**config.mk**
```make
export PLATFORM = sky130hd
export DESIGN_NAME = up2_ctrl
export DESIGN_NICKNAME = d
export VERILOG_FILES = /design/src/rtl/up2_ctrl.sv
export SDC_FILE = /design/constraint.sdc
export NUM_CORES = 1
export LEC_CHECK = 0
export CAP_MARGIN = 20
export CORE_ASPECT_RATIO = 0.7
export CORE_MARGIN = 2
export CORE_UTILIZATION = 40
export CTS_CLUSTER_SIZE = 10
export DETAILED_ROUTE_END_ITERATION = 10
export HOLD_SLACK_MARGIN = 0.12
export PLACE_DENSITY = 0.79
export SETUP_SLACK_MARGIN = 0.3
export SYNTH_ARGS = -nofsm -noshare
export SYNTH_HDL_FRONTEND = slang
export SYNTH_SLANG_ARGS = --single-unit
```
**constraint.sdc**
```tcl
create_clock -name clk -period 2.4 [get_ports clk]
set_input_delay 0.72 -clock clk [delete_from_list [all_inputs] [get_ports clk]]
set_output_delay 0.72 -clock clk [all_outputs]
set_load 0.03 [all_outputs]
```
**src/rtl/up2_ctrl.sv**
```systemverilog
// up2 sequencing controller: fetch/exec FSM driving the up2_alu datapath.
// Define UP2_CTRL_STEP_EN to add the i_step port and single-step STEP state.
module up2_ctrl (
    input  logic       clk,
    input  logic       nRst,
    input  logic       i_start,
`ifdef UP2_CTRL_STEP_EN
    input  logic       i_step,
`endif
    input  logic [7:0] i_instr,
    input  logic [3:0] i_r0,
    input  logic [3:0] i_r1,
    input  logic [3:0] i_r2,
    input  logic       i_zero_flag,
    output logic [3:0] o_pc,
    output logic       o_r_write,
    output logic [3:0] o_r0,
    output logic [3:0] o_r1,
    output logic [3:0] o_r2,
    output logic [3:0] o_mux_sel,
    output logic [3:0] o_alu_op,
    output logic       o_busy,
    output logic       o_halted
);

`ifdef UP2_CTRL_STEP_EN
    typedef enum logic [2:0] {
        IDLE  = 3'd0,
        FETCH = 3'd1,
        EXEC  = 3'd2,
        HALT  = 3'd3,
        STEP  = 3'd4
    } state_t;
`else
    typedef enum logic [1:0] {
        IDLE  = 2'd0,
        FETCH = 2'd1,
        EXEC  = 2'd2,
        HALT  = 2'd3
    } state_t;
`endif

    state_t     state;
    state_t     state_n;
    logic [3:0] pc;
    logic [3:0] pc_n;
    logic [7:0] ir;
    logic [7:0] ir_n;
    logic       z;
    logic       z_n;
    logic [1:0] opc;

    assign opc  = ir[7:6];
    assign o_pc = pc;

    always_ff @(posedge clk) begin
        if (!nRst) begin
            state <= IDLE;
            pc    <= 4'd0;
            ir    <= 8'd0;
            z     <= 1'b0;
        end else begin
            state <= state_n;
            pc    <= pc_n;
            ir    <= ir_n;
            z     <= z_n;
        end
    end

    always_comb begin
        state_n   = state;
        pc_n      = pc;
        ir_n      = ir;
        z_n       = z;
        o_r_write = 1'b0;
        o_r0      = i_r0;
        o_r1      = i_r1;
        o_r2      = i_r2;
        o_mux_sel = 4'b0011;
        o_alu_op  = 4'd0;
        o_busy    = 1'b0;
        o_halted  = 1'b0;
        unique case (state)
            IDLE, HALT: begin
                o_halted = (state == HALT) && nRst;
                if (i_start) begin
                    pc_n    = 4'd0;
                    state_n = FETCH;
                end
            end
            FETCH: begin
                o_busy  = nRst;
                ir_n    = i_instr;
                state_n = EXEC;
            end
            EXEC: begin
                o_busy  = nRst;
                pc_n    = pc + 4'd1;
`ifdef UP2_CTRL_STEP_EN
                state_n = STEP;
`else
                state_n = FETCH;
`endif
                unique case (opc)
                    2'b00: begin
                        // Gated by nRst so a reset edge never commits an ALU write.
                        if (nRst) begin
                            o_mux_sel = ir[5:2];
                            o_alu_op  = {3'b000, ir[1]};
                        end
                        z_n = i_zero_flag;
                    end
                    2'b01: begin
                        if (nRst) begin
                            o_r_write = 1'b1;
                            if (ir[5:4] == 2'd0) o_r0 = ir[3:0];
                            if (ir[5:4] == 2'd1) o_r1 = ir[3:0];
                            if (ir[5:4] == 2'd2) o_r2 = ir[3:0];
                        end
                    end
                    2'b10: begin
                        if (z) pc_n = ir[3:0];
                    end
                    default: begin
                        if (ir[5]) begin
                            pc_n    = pc;
                            state_n = HALT;
                        end else begin
                            pc_n = ir[3:0];
                        end
                    end
                endcase
            end
`ifdef UP2_CTRL_STEP_EN
            STEP: begin
                o_busy = nRst;
                if (i_step) state_n = FETCH;
            end
`endif
            default: begin
                state_n = IDLE;
            end
        endcase
    end

endmodule
```
Yosys cells after proc, flatten, opt, wreduce, memory -nomap -nowiden
Index checks and enable logic that the tools add are counted.

Register bits after elaboration: 15. Bits in latches: 0. RAM bits: 0. Bits in read-only memories: 0. Bits of input ports: 24. Output and inout port bits: 27. Memories: 0.

$add $sub $neg: 1. Multipliers: 0. Div/mod/pow operators: 0. Magnitude comparators: 0. Eq/ne operators: 9. Shift-type cells: 0. Muxes and demuxes: 32. Bitwise gates (word level): 0. Reduce and logical (&&, ||, !) cells: 11.

Operators by type and width (count): 4-bit two-way mux (18); 4-bit one-hot mux with 2 select lines (2); 2-bit == test, second input constant (4); 1-bit two-way mux (8); 2-bit by 1-bit == test with 1-bit output, second input constant (3); 2-bit zero test (3); 2-bit two-way mux (3); 2-bit one-hot mux with 3 select lines (1); 2-bit OR reduction (3); 4-bit by 1-bit adder with 4-bit output, second input constant (1); 4-bit inequality test, second input constant (1); 3-bit AND reduction (1); 3-bit OR reduction (1); 2-bit inequality test, second input constant (1); 2-bit AND reduction (1); 2-bit nonzero test (1); 1-bit logical AND (1).

Logic depth before layout (Yosys ltp)
Word-level depth: 5. Depth in mapped cells: 6. Mapped depth without buffers: 5.

Worst setup path before layout
Ideal clock, no wire load.

Kind: input port to output port. From: in nRst. To: out o_r2[0]. Data arrival time: 1.693 ns. Path slack: -0.013 ns. Stages: 3. Path through: nand4b_2 -> nor3b_2 -> mux2_1.

Cells in the longest elaborated chain, start to end: 3.

Ends and longest elaborated chain: start, declared (RTL line 5) `input logic nRst,`; 4-bit two-way mux (RTL line 114) `if (nRst) begin`; 4-bit two-way mux (RTL line 104) `unique case (opc)`; 4-bit two-way mux (RTL line 83) `unique case (state)`; end, declared (RTL line 19) `output logic [3:0] o_r2,`.

Every way passes these cells.

Worst setup path in the final report
From: in nRst. To: out o_r2[3].

Same word-level chain as after synthesis.

==> flow_metrics.tcl <==
set metrics [dict create \
    gp_congestion 0.815 \
    netlist_area_um2 1040 \
    peakVddDrop_v 0.000382 \
    drc 0 \
    grt_pass1_wl_um 5580 \
    switchingPower_mw 0.278 \
    hold_depth 2 \
    critPathLaunchType "primary input" \
    vias 1154 \
    insertion_delay_ns 0.25 \
    arrival_ns 1.91 \
    crit_type "primary input to primary output" \
    p_per_area_nw_per_um2 430 \
    period_share_pct 110 \
    fin_nets 213 \
    drt-wirelength-per-cell_um 19.4 \
    grt_usage_pct 25.9 \
    syn_inst 106 \
    pwr-share-comb_pct 40.1 \
    dr.pass1.iters 4 \
    synth-simple-area-share_pct 21.5 \
    fin_skew_ns 0.00171 \
    grt_pass1_vias 1128 \
    ys_types 33 \
    hpwl_um 2470 \
    synth_top_family_by_area "multiplexers" \
    power.total_mw 0.847 \
    rsz0062_at_grt "true" \
    synth-compound-area-share_pct 11.7 \
    grt_max_degree 20 \
    ff2ff_path_depth 9 \
    core_um2 2460 \
    ant_nets 0 \
    io_buffers 47 \
    fin_ws_ns -0.232 \
    clkPwrFrac_pct 24.5 \
    dp.cells 195 \
    switching_share_pct 32.8 \
    cts_root_buf "clkbuf_8" \
    synthXorXnorAreaFrac_pct 0 \
    status "finished, violations left" \
    total_leakage_power_nw 0.889 \
    finalHoldViolations 0 \
    post_synth_fa_ha_maj_area_fraction_pct 7.25 \
    htree_levels 1 \
    seqPwrFrac_pct 35.4 \
    synth-seq-area-share_pct 29.0 \
    io_pins 51 \
    ys_warn_count 0 \
    hp-class "flop to flop" \
    internal_power_mw 0.569 \
    vias_per_cell 5.34 \
    placed_cell_area_um2 1650 \
    setup-violations-final 16 \
    worstPathRequired_ns 1.68 \
    die_width_um 64.8 \
    maxCapViolCount 0 \
    numCtsBuffers 3 \
    drt-initial-drc-count 54 \
    synth.area.mux_share_pct 23.7 \
    cts.path.max_buffers 2 \
    fp.dieH_um 46.6 \
    violations "setup timing" \
    worstPathMaxFanout 4 \
    num_rows 15 \
    final_area_um2 1970 \
    cts_tree "built" \
    area_growth_pct 90.2 \
    drive_above_1_share_pct 46.2 \
    syn_avg_cell_area_um2 9.77 \
    clock_sinks 15 \
    critical_path.endpoint_type "primary output" \
    tns_ns -2.07 \
    die_area_um2 3020 \
    grt-ovfl-total 0 \
    stdcell_count 216 \
    fmax_mhz 380 \
    fin_crit_ns 2.63 \
    drv_slew 0 \
    hold_ws_ns 0.517 \
    cts_hold_buf 0 \
    clk_pin_slew_ns 0.06 \
    synth-seq-cells 15 \
    wl_um 4190 \
    fillCellCount 146 \
    initial_utilization_pct 42.1 \
    antenna_found_initial 0 \
    diodes 0 \
]
-- synthesized netlist by cell type (all sizes together) --
| cell | number | share of area, % |
|---|---|---|
| dfxtp | 15 | 29 |
| mux2 | 12 | 13 |
| mux2i | 11 | 11 |
| nor2b | 11 | 6.6 |
| ha | 6 | 7.2 |
| and2 | 5 | 3.0 |
| buf | 5 | 4.3 |
| inv | 4 | 1.4 |
| nand2 | 4 | 1.4 |
| nor3b | 4 | 3.9 |
| o21ai | 4 | 1.9 |
| a311oi | 3 | 2.5 |
| o22ai | 3 | 1.8 |
| clkbuf | 2 | 0.72 |
| nand2b | 2 | 1.2 |
| nor3 | 2 | 1.4 |
| o211ai | 2 | 1.4 |
| a21oi | 1 | 0.48 |
| a41o | 1 | 0.97 |
| conb | 1 | 0.36 |
| nand3 | 1 | 0.48 |
| nand4b | 1 | 1.4 |
| nor2 | 1 | 0.36 |
| o21a | 1 | 0.72 |
| o311a | 1 | 0.97 |
| o31a | 1 | 0.85 |
| or3 | 1 | 0.60 |
| or4b | 1 | 0.97 |
-- cell families after synthesis --
logic type,Yosys count
compound gates,17
fa+ha+maj,6
buf+inv,11
flops,15
mux,23
other cells,1
simple gates,33
-- worst max-delay path, stage by stage --
cell and delay, ns:
buf_6 0.09, nand4b_4 0.18, nor3b_4 0.30, buf_6 0.16
mux2_4 0.32, buf_6 0.14
-- cell type report --
class / instances / area [µm²] / share of cell area [%]
inverter: 4 / 15.0 / 0.762
clock buffer: 4 / 45.0 / 2.29
timing repair buffer: 77 / 767 / 38.9
sequential: 15 / 303 / 15.4
tap: 34 / 42.5 / 2.16
multi-input combinational: 82 / 798 / 40.5
-- metrics by stage --
step	utilization [%]	worst slack [ns]
final	80.2	-0.232
after global routing	80.2	-0.257
after CTS	74.9	-0.176
after detailed placement	67.1	-1.09
after global placement	67.1	-1.02
after floorplan	-	0.0847
-- power by group through the flow --
stage | clock network, mW | logic [mW] | registers [mW]
after floorplan | 0 | 0.164 | 0.296
after global placement | 0 | 0.263 | 0.299
after detailed placement | 0 | 0.271 | 0.299
after CTS | 0.211 | 0.303 | 0.297
after global routing | 0.229 | 0.356 | 0.302
final | 0.207 | 0.340 | 0.300
-- routing by layer --
layer,global-route usage [%],share of wire (%),up-vias
met5,0,0,-
met4,11.5,3.6,0
met3,6.36,5.5,16
met2,44.3,49,51
met1,31.7,42,557
li1,-,-,530
-- sequential cells by signal, indices dropped and copies added (netlist names) --
signal and count:
ir 8, o_pc 4, state 2, z 1
-- final timing paths --
path	from	end	slack, ns
max reg2reg	state[0]	o_pc[0]	0.43
max	nRst	o_r2[3]	-0.23
min reg2reg	o_pc[2]	o_pc[2]	0.52
min	o_pc[2]	o_pc[2]	0.52
-- repair_timing --
| item | in CTS | in global routing |
|---|---|---|
| pin swaps | 7 | 6 |
| gates resized for setup | 122 | 19 |
| endpoints found under the hold margin | 0 | 0 |
| setup endpoints to repair | 20 | 20 |
| setup buffers | 8 | 9 |
-- placed cells by master (no fill, tap or decap), types with 2 or more instances in the layout --
master	netlist	layout
nand2b_1	2	2
a311oi_1	3	3
o22ai_1	3	3
nor3b_4	0	2
dfxtp_2	0	2
nand2_1	4	3
buf_4	3	22
clkdlybuf4s50_1	0	25
ha_1	6	4
clkbuf_8	0	3
and2_4	0	5
mux2_4	0	12
o21ai_1	2	2
buf_6	2	27
nor2b_1	11	11
inv_2	1	3
dfxtp_1	15	13
o211ai_1	2	2
mux2i_1	11	11
conb_1	1	3
o21ai_0	2	2
nor3b_1	2	2
ha_4	0	2
(Power assumes the default switching activity.)
